==> config.mk <==
export PLATFORM = sky130hd
export DESIGN_NAME = mem_arbiter_flat
export DESIGN_NICKNAME = d
export VERILOG_FILES = /design/src/rtl/mem_arbiter_pkg.sv /design/src/rtl/mem_arbiter_if.sv /design/src/rtl/mem_arbiter.sv /design/src/flat_wrapper.sv
export SDC_FILE = /design/constraint.sdc
export NUM_CORES = 1
export LEC_CHECK = 0
export CAP_MARGIN = 25
export CORE_AREA = 5 5 194 196
export CTS_CLUSTER_SIZE = 14
export DETAILED_ROUTE_END_ITERATION = 16
export DIE_AREA = 0 0 199 201
export MAX_ROUTING_LAYER = met4
export SYNTH_ARGS = -nofsm -noshare
export SYNTH_HDL_FRONTEND = slang
export SYNTH_SLANG_ARGS = --single-unit
==> constraint.sdc <==
create_clock -name clk -period 6.2 [get_ports clk]
set_input_delay 1.55 -clock clk [delete_from_list [all_inputs] [get_ports clk]]
set_output_delay 1.55 -clock clk [all_outputs]
set_load 0.005 [all_outputs]
==> src/rtl/mem_arbiter_pkg.sv <==
// mem_arbiter_pkg: shared width and FSM encodings for the unified-memory arbiter
package mem_arbiter_pkg;
    localparam int XLEN = 64;
    localparam logic [1:0] ARB_IDLE   = 2'd0;
    localparam logic [1:0] ARB_BUSY_I = 2'd1;
    localparam logic [1:0] ARB_BUSY_D = 2'd2;
endpackage

==> src/rtl/mem_arbiter_if.sv <==
// mem_arbiter_if: fetch, data and memory buses seen by the arbiter
interface mem_arbiter_if;
    import mem_arbiter_pkg::*;
    logic            if_req_i;
    logic [XLEN-1:0] if_addr_i;
    logic            if_gnt_o;
    logic            if_rvalid_o;
    logic [31:0]     if_rdata_o;
    logic            d_req_i;
    logic            d_we_i;
    logic [XLEN-1:0] d_addr_i;
    logic [XLEN-1:0] d_wdata_i;
    logic [7:0]      d_wmask_i;
    logic            d_gnt_o;
    logic            d_rvalid_o;
    logic [XLEN-1:0] d_rdata_o;
    logic            mem_req_o;
    logic            mem_we_o;
    logic [XLEN-1:0] mem_addr_o;
    logic [XLEN-1:0] mem_wdata_o;
    logic [7:0]      mem_wmask_o;
    logic            mem_gnt_i;
    logic            mem_rvalid_i;
    logic [XLEN-1:0] mem_rdata_i;

    modport slave (
        input  if_req_i, if_addr_i, d_req_i, d_we_i, d_addr_i, d_wdata_i, d_wmask_i,
        input  mem_gnt_i, mem_rvalid_i, mem_rdata_i,
        output if_gnt_o, if_rvalid_o, if_rdata_o, d_gnt_o, d_rvalid_o, d_rdata_o,
        output mem_req_o, mem_we_o, mem_addr_o, mem_wdata_o, mem_wmask_o
    );

    modport master (
        output if_req_i, if_addr_i, d_req_i, d_we_i, d_addr_i, d_wdata_i, d_wmask_i,
        output mem_gnt_i, mem_rvalid_i, mem_rdata_i,
        input  if_gnt_o, if_rvalid_o, if_rdata_o, d_gnt_o, d_rvalid_o, d_rdata_o,
        input  mem_req_o, mem_we_o, mem_addr_o, mem_wdata_o, mem_wmask_o
    );
endinterface

==> src/rtl/mem_arbiter.sv <==
// mem_arbiter: one-outstanding arbiter, data priority with a streak limit against fetch starvation
module mem_arbiter
    import mem_arbiter_pkg::*;
#(
    parameter int MAX_D_STREAK = 4
) (
    input logic          clk,
    input logic          rst,
    mem_arbiter_if.slave bus
);
    localparam int SW = (MAX_D_STREAK > 0) ? $clog2(MAX_D_STREAK + 1) : 1;
    localparam logic [SW-1:0] STREAK_MAX = SW'(MAX_D_STREAK);

    logic [1:0]    state_q, state_d;
    logic [SW-1:0] streak_q, streak_d;
    logic          bit2_q, bit2_d;
    logic          idle, d_win, arb_req, if_gnt, d_gnt, d_store;
    logic          unused_addr;

    always_comb begin
        idle    = !rst && state_q == ARB_IDLE;
        d_win   = bus.d_req_i && !(bus.if_req_i && streak_q == STREAK_MAX);
        arb_req = idle && (bus.if_req_i || bus.d_req_i);
        d_gnt   = arb_req && d_win && bus.mem_gnt_i;
        if_gnt  = arb_req && !d_win && bus.mem_gnt_i;
        d_store = arb_req && d_win && bus.d_we_i;
    end

    assign bus.mem_req_o   = arb_req;
    assign bus.mem_we_o    = d_store;
    assign bus.mem_addr_o  = !arb_req ? '0 :
                             d_win ? {bus.d_addr_i[XLEN-1:3], 3'b000} : {bus.if_addr_i[XLEN-1:3], 3'b000};
    assign bus.mem_wdata_o = d_store ? bus.d_wdata_i : '0;
    assign bus.mem_wmask_o = d_store ? bus.d_wmask_i : '0;
    assign bus.if_gnt_o    = if_gnt;
    assign bus.d_gnt_o     = d_gnt;
    assign bus.if_rvalid_o = !rst && state_q == ARB_BUSY_I && bus.mem_rvalid_i;
    assign bus.d_rvalid_o  = !rst && state_q == ARB_BUSY_D && bus.mem_rvalid_i;
    assign bus.if_rdata_o  = rst ? '0 : bit2_q ? bus.mem_rdata_i[63:32] : bus.mem_rdata_i[31:0];
    assign bus.d_rdata_o   = rst ? '0 : bus.mem_rdata_i;
    assign unused_addr     = ^{bus.if_addr_i[1:0], bus.d_addr_i[2:0]};

    // A data grant only grows the streak when a fetch was actually kept waiting
    always_comb begin
        state_d  = d_gnt ? ARB_BUSY_D :
                   if_gnt ? ARB_BUSY_I :
                   (state_q != ARB_IDLE && bus.mem_rvalid_i) ? ARB_IDLE : state_q;
        streak_d = if_gnt ? '0 :
                   !d_gnt ? streak_q :
                   !bus.if_req_i ? '0 :
                   streak_q == STREAK_MAX ? streak_q : streak_q + 1'b1;
        bit2_d   = if_gnt ? bus.if_addr_i[2] : bit2_q;
    end

    always_ff @(posedge clk) begin
        if (rst) begin
            state_q  <= ARB_IDLE;
            streak_q <= '0;
            bit2_q   <= 1'b0;
        end else begin
            state_q  <= state_d;
            streak_q <= streak_d;
            bit2_q   <= bit2_d;
        end
    end
endmodule

==> src/flat_wrapper.sv <==
// flat-port wrapper written by rule: the top's interface ports become plain ports
module mem_arbiter_flat import mem_arbiter_pkg::*;
#(
    parameter int MAX_D_STREAK = 4
)
  (clk, rst, bus_if_req_i, bus_if_addr_i, bus_d_req_i, bus_d_we_i, bus_d_addr_i, bus_d_wdata_i, bus_d_wmask_i, bus_mem_gnt_i, bus_mem_rvalid_i, bus_mem_rdata_i, bus_if_gnt_o, bus_if_rvalid_o, bus_if_rdata_o, bus_d_gnt_o, bus_d_rvalid_o, bus_d_rdata_o, bus_mem_req_o, bus_mem_we_o, bus_mem_addr_o, bus_mem_wdata_o, bus_mem_wmask_o);
  mem_arbiter_if bus_i ();
  input logic clk;
  input logic rst;
  input wire logic [$bits(bus_i.if_req_i)-1:0] bus_if_req_i;
  input wire logic [$bits(bus_i.if_addr_i)-1:0] bus_if_addr_i;
  input wire logic [$bits(bus_i.d_req_i)-1:0] bus_d_req_i;
  input wire logic [$bits(bus_i.d_we_i)-1:0] bus_d_we_i;
  input wire logic [$bits(bus_i.d_addr_i)-1:0] bus_d_addr_i;
  input wire logic [$bits(bus_i.d_wdata_i)-1:0] bus_d_wdata_i;
  input wire logic [$bits(bus_i.d_wmask_i)-1:0] bus_d_wmask_i;
  input wire logic [$bits(bus_i.mem_gnt_i)-1:0] bus_mem_gnt_i;
  input wire logic [$bits(bus_i.mem_rvalid_i)-1:0] bus_mem_rvalid_i;
  input wire logic [$bits(bus_i.mem_rdata_i)-1:0] bus_mem_rdata_i;
  output wire logic [$bits(bus_i.if_gnt_o)-1:0] bus_if_gnt_o;
  output wire logic [$bits(bus_i.if_rvalid_o)-1:0] bus_if_rvalid_o;
  output wire logic [$bits(bus_i.if_rdata_o)-1:0] bus_if_rdata_o;
  output wire logic [$bits(bus_i.d_gnt_o)-1:0] bus_d_gnt_o;
  output wire logic [$bits(bus_i.d_rvalid_o)-1:0] bus_d_rvalid_o;
  output wire logic [$bits(bus_i.d_rdata_o)-1:0] bus_d_rdata_o;
  output wire logic [$bits(bus_i.mem_req_o)-1:0] bus_mem_req_o;
  output wire logic [$bits(bus_i.mem_we_o)-1:0] bus_mem_we_o;
  output wire logic [$bits(bus_i.mem_addr_o)-1:0] bus_mem_addr_o;
  output wire logic [$bits(bus_i.mem_wdata_o)-1:0] bus_mem_wdata_o;
  output wire logic [$bits(bus_i.mem_wmask_o)-1:0] bus_mem_wmask_o;
  assign bus_i.if_req_i = bus_if_req_i;
  assign bus_i.if_addr_i = bus_if_addr_i;
  assign bus_i.d_req_i = bus_d_req_i;
  assign bus_i.d_we_i = bus_d_we_i;
  assign bus_i.d_addr_i = bus_d_addr_i;
  assign bus_i.d_wdata_i = bus_d_wdata_i;
  assign bus_i.d_wmask_i = bus_d_wmask_i;
  assign bus_i.mem_gnt_i = bus_mem_gnt_i;
  assign bus_i.mem_rvalid_i = bus_mem_rvalid_i;
  assign bus_i.mem_rdata_i = bus_mem_rdata_i;
  assign bus_if_gnt_o = bus_i.if_gnt_o;
  assign bus_if_rvalid_o = bus_i.if_rvalid_o;
  assign bus_if_rdata_o = bus_i.if_rdata_o;
  assign bus_d_gnt_o = bus_i.d_gnt_o;
  assign bus_d_rvalid_o = bus_i.d_rvalid_o;
  assign bus_d_rdata_o = bus_i.d_rdata_o;
  assign bus_mem_req_o = bus_i.mem_req_o;
  assign bus_mem_we_o = bus_i.mem_we_o;
  assign bus_mem_addr_o = bus_i.mem_addr_o;
  assign bus_mem_wdata_o = bus_i.mem_wdata_o;
  assign bus_mem_wmask_o = bus_i.mem_wmask_o;
  mem_arbiter #(.MAX_D_STREAK(MAX_D_STREAK)) u_core (.clk(clk), .rst(rst), .bus(bus_i));
endmodule
### Word-level counts from Yosys, hierarchy flattened

Index checks and enable logic that the tools add are counted.

| word-level totals | value |
|---|---|
| input port bits | 271 |
| register bits after elaboration | 6 |
| output and inout port bits | 238 |
| word-level logic and storage cells | 46 |

| operators by class | value |
|---|---|
| mux-type cells | 12 |
| eq/ne operators | 4 |
| $add $sub $neg | 1 |
| reduce and logical (&&, ||, !) cells | 25 |

Operators by type and width:

| kind | count |
|---|---|
| 64-bit 2-to-1 mux | 4 |
| 32-bit 2-to-1 mux | 2 |
| 1-bit logical AND | 14 |
| 8-bit 2-to-1 mux | 1 |
| 2-bit 2-to-1 mux | 3 |
| 3-bit 2-to-1 mux | 2 |
| 2-bit nonzero test | 2 |
| 2-bit OR reduction | 2 |
| 3-bit by 1-bit adder with 3-bit output, second input constant | 1 |
| 3-bit == test, second input constant | 1 |
| 1-bit logical NOT | 3 |
| 3-bit nonzero test | 1 |
| 2-bit by 1-bit == test with 1-bit output, second input constant | 1 |
| 2-bit == test, second input constant | 1 |
| 2-bit logical NOT | 1 |
| 2-bit inequality test, second input constant | 1 |
| 2-bit AND reduction | 1 |
| 1-bit logical OR | 1 |

### Depth between registers and ports, before layout

Gate-level depths: netlist (run 1).

| depth | value |
|---|---|
| depth after elaboration | 9 |
| depth in mapped cells | 9 |
| depth with buffers taken out | 6 |

### Worst setup path before layout (run 1)

No wires, ideal clock.

| path | value |
|---|---|
| path kind | input to output |
| from | in rst |
| to | out bus_mem_wdata_o[54] |
| data required time | 4.650 ns |
| data arrival time | 2.783 ns |
| stages on the path | 8 |
| path buffers | 4 |
| slack | 1.867 ns |
| path through | clkbuf_1 -> or3_1 -> buf_2 -> inv_2 -> and3_1 -> buf_6 -> buf_6 -> and2_1 |

| on the way | value |
|---|---|
| cells in the longest elaborated chain, start to end | 6 |

RTL lines:

| what | line | text |
|---|---|---|
| start: declaration | flat_wrapper.sv:9 | `input logic rst;` |
| 1-bit logical NOT | mem_arbiter.sv:21 | `idle = !rst && state_q == ARB_IDLE;` |
| 1-bit logical AND | mem_arbiter.sv:21 |  |
| 1-bit logical AND | mem_arbiter.sv:23 | `arb_req = idle && (bus.if_req_i \|\| bus.d_req_i);` |
| net bus_mem_req_o | flat_wrapper.sv:26 | `output wire logic [$bits(bus_i.mem_req_o)-1:0] bus_mem_req_o;` |
| 1-bit logical AND (2 in a row) | mem_arbiter.sv:26 | `d_store = arb_req && d_win && bus.d_we_i;` |
| net bus_mem_we_o | flat_wrapper.sv:27 | `output wire logic [$bits(bus_i.mem_we_o)-1:0] bus_mem_we_o;` |
| 64-bit 2-to-1 mux | mem_arbiter.sv:33 | `assign bus.mem_wdata_o = d_store ? bus.d_wdata_i : '0;` |
| end: declaration | flat_wrapper.sv:29 | `output wire logic [$bits(bus_i.mem_wdata_o)-1:0] bus_mem_wdata_o;` |

The timed path passes the listed nets, and every way through them passes these cells.

### Worst setup path in the final report (run 1)

| path | value |
|---|---|
| from | in bus_d_req_i |
| to | out bus_mem_wdata_o[58] |

| on the way | value |
|---|---|
| cells in the longest elaborated chain, start to end | 5 |
| elaborated cells on any way between the ends | 6 |
| those cells by class | 1 x mux; 5 x reduce/logical |

RTL lines:

| what | line | text |
|---|---|---|
| start: declaration | flat_wrapper.sv:12 | `input wire logic [$bits(bus_i.d_req_i)-1:0] bus_d_req_i;` |
| 1-bit logical OR | mem_arbiter.sv:23 |  |
| 1-bit logical AND | mem_arbiter.sv:23 |  |
| 1-bit logical AND (*) (2 in a row) | mem_arbiter.sv:26 |  |
| 64-bit 2-to-1 mux (*) | mem_arbiter.sv:33 |  |

Every way passes the cells marked *; elsewhere a longest branch is shown, timed or not.

==> qor.yml, run 1 <==
run_status: "complete, no violations"
endpoint_kind: "output pin"
cts.root.buffer_cell: "sky130_fd_sc_hd__clkbuf_16"
crit-reg2reg-launch: "u_core.state_q[1]"
place.port_buffers: 500
net_switching_power_of_the_design_uw: 188
gp_congestion: 0.864
tritoncts_clock_tree: "built"
synth_top_cell_area_share_pct: 17.7
final.min_clock_period_ns: 5.68
global_route.overflow_total: 0
antenna_found_initial: 8
combinationalPowerShare_pct: 76.6
ys_seq_elements: 6
synthXorXnorAreaFrac_pct: 0
post-synth-top-count-cell: "sky130_fd_sc_hd__nand2_1"
total_leakage_power_nw: 2.92
gr-usage-all-layers_pct: 12.4
min-delay-start: "u_core.streak_q[0]"
synthFlopType: "sky130_fd_sc_hd__dfxtp_1"
placement_rows: 70
total_number_of_nets_in_the_final_design: 1216
clock_power_share_pct: 16.8
cp-start-kind: "input port"
worst_setup_hold_path_clk_slew_ns: 0.03
p_total_uw: 617
layout-area-overhead-vs-synth_pct: 206
synth_compound_gate_area_share_pct: 14.5
first_pass_grt_wire_length_um: 36000
syn_area_per_cell_um2: 5.61
timing.critical_path.fanout_max: 73
die_width_um: 199
synthesized_area_fraction_occupied_by_adder_cells_pct: 0.935
post_cts_resized: 0
post_cts_buffers: 0
clk_latency_ns: 0.23
timing_hold_violations_final: 0
synth.mux.area_fraction_pct: 12.3
skew_ns: 0.00124
design.portCount: 509
drtAntennaViolNets: 0
rsz0062_at_grt: "false"
netSwitchingFraction_pct: 30.5
power_density_mw_per_mm2: 75.2
fp.dieH_um: 201
drt_iter0_drc: 150
achievable-frequency_mhz: 176
hold_path_depth: 2
cap_viol_max_count: 0
internal_power_uw: 428
async_flop_share_pct: 0
synth-edff-count: 0
cts_inserted_buffers: 3
reg2reg_slack_ns: 4.35
yosys.area.top_type: "sky130_fd_sc_hd__nand2_1"
syn-instance-count: 477
worst-endpoint-arrival_ns: 4.13
worst_r2r_endpoint: "u_core.bit2_q"
grt_pass1_vias: 5287
layout_cell_share_with_drive_strength_beyond_1_pct: 1.81
syn-cell-area_mm2: 0.00268
avgRoutedWirePerCell_um: 18.8
tightest_slew_ns: 0.984
worstRegToRegCells: 4
holdCritPathClass: "reg -> reg"
routed_wirelength_um: 26600
synth_top_family_by_area: "simple AND/OR/NAND/NOR gates"
ys_warn_count: 0
timing.hold.worst_endpoint: "u_core.streak_q[0]"
synthTopCellsByArea: "sky130_fd_sc_hd__nand2_1 (18%), sky130_fd_sc_hd__and2_1 (17%), sky130_fd_sc_hd__nor2b_1 (15%)"
relSlewSlack_pct: 34.4
dr_total_vias: 4988
synth.top_cells.by_count: "sky130_fd_sc_hd__nand2_1 (126), sky130_fd_sc_hd__and2_1 (73), sky130_fd_sc_hd__a21oi_1 (64), sky130_fd_sc_hd__nor2b_1 (64), sky130_fd_sc_hd__nor2_1 (36)"
seq_power_share_pct: 6.5
cts_sinks: 6
final.period_utilization_pct: 91.6
fraction_of_the_mapped_netlist_area_in_simple_logic_gates_pct: 57.3
dp.final_hpwl_um: 22900
maxSlewViolCount: 0
cts_hold_buffers: 0
dieArea_mm2: 0.0400
floorplan.initialDensity_pct: 7.45
fp.coreArea_mm2: 0.0359
wp_data_required_ns: 4.65
worstSetupPathType: "in -> out"
distinct_cells_synth: 28
detail_route.drc_violations: 0
max-clock-path-buffers: 2
timing.setup.tns_ns: 0
grt_max_degree: 105
peakVddDrop_mv: 0.0611
drt_pre_antenna_iters: 4
proportion_of_synthesized_chip_area_in_sequential_cells_pct: 4.49
cts-htree-levels: 1
post_drt_via_cell_ratio: 3.53
finalSetupViolations: 0
## how the worst max path moves through the flow
stage                 from             endpoint  slack [ns]
5_1_grt        bus_d_req_i   bus_mem_addr_o[63]        0.34
3_3_place_gp   bus_d_req_i   bus_mem_addr_o[46]        0.49
3_5_place_dp   bus_d_req_i   bus_mem_addr_o[46]        0.50
6_report       bus_d_req_i  bus_mem_wdata_o[58]        0.52
2_1_floorplan          rst  bus_mem_wdata_o[54]        1.87
4_1_cts        bus_d_req_i   bus_mem_addr_o[46]        0.48
## power by group through the flow
stage	Combinational [mW]	Clock (mW)	Sequential, mW
2_1_floorplan	0.122	0	0.0406
3_3_place_gp	0.476	0	0.0408
3_5_place_dp	0.475	0	0.0409
4_1_cts	0.481	0.106	0.0403
5_1_grt	0.507	0.108	0.0404
6_report	0.473	0.104	0.0403
## metrics by stage
step	area, µm²	hold slack [ns]	setup WS, ns	instances	util, %
2_1_floorplan	2680	0.466	1.87	479	-
3_3_place_gp	8110	0.478	0.492	1406	22.6
3_5_place_dp	8110	0.505	0.500	1406	22.6
4_1_cts	8190	0.510	0.483	1409	22.8
5_1_grt	8200	0.543	0.337	1412	22.8
6_report	8200	0.505	0.518	1412	22.8
## registers in the layout (all words and copies together) (netlist names)
| register | cells |
|---|---|
| u_core.streak_q | 3 |
| u_core.bit2_q | 1 |
| u_core.state_q | 2 |
## critical path, cell delays in order
cell and delay, ns:
sky130_fd_sc_hd__clkdlybuf4s50_1 0.59, sky130_fd_sc_hd__o21bai_1 0.18, sky130_fd_sc_hd__or3_2 0.48, sky130_fd_sc_hd__inv_2 0.07
sky130_fd_sc_hd__and3_2 0.20, sky130_fd_sc_hd__buf_12 0.24, sky130_fd_sc_hd__and2_1 0.17, sky130_fd_sc_hd__clkdlybuf4s50_1 0.61
## cell families after synthesis
family	Yosys count
AOI/OAI and AO/OA	71
adders and majority gates	2
buffers and inverters	54
DFF	6
muxes	33
other	1
and+or+nand+nor	310
## per-layer routing
metal / vias to the layer above / wire length [µm] / GRT usage (%) / share of wire [%]
met3: 16 / 2800 / 3.47 / 11
li1: 2439 / - / - / -
met2: 321 / 13300 / 22.8 / 50
met4: 0 / 167 / 0.928 / 0.63
met5: - / 0 / - / 0
met1: 2212 / 10300 / 13.9 / 39
## cells in the final DEF (no fill, tap or decap), types with 4 or more instances in the layout
| master | synthesis | layout |
|---|---|---|
| sky130_fd_sc_hd__buf_4 | 3 | 4 |
| sky130_fd_sc_hd__nor2_1 | 36 | 36 |
| sky130_fd_sc_hd__clkdlybuf4s50_1 | 0 | 499 |
| sky130_fd_sc_hd__mux2i_1 | 33 | 33 |
| sky130_fd_sc_hd__a21oi_1 | 64 | 64 |
| sky130_fd_sc_hd__dfxtp_1 | 6 | 5 |
| sky130_fd_sc_hd__nor2b_1 | 64 | 64 |
| sky130_fd_sc_hd__inv_1 | 6 | 6 |
| sky130_fd_sc_hd__nand2_1 | 126 | 125 |
| sky130_fd_sc_hd__and2_1 | 73 | 72 |
## area by class of cell
class,count,area [µm²]
well taps,468,586
repair buffers,506,5080
fillers,3993,27700
flip-flops and latches,6,121
inverters,7,26.3
diodes,3,7.51
multi-input cells,419,2290
clock buffers,3,75.1
Note: power is estimated with default switching activity, not from simulation.
==> inputs of run 2 (changes only) <==
Settings changed: SLEW_MARGIN set to 15.
==> results of run 2 <==
Final layout, timing and power as in run 1 (identical DEF).
==> inputs of run 3 (changes only) <==
Settings changed: SKIP_CTS_REPAIR_TIMING set to 1.
==> results of run 3 <==
Final layout, timing and power as in run 1 (identical DEF).
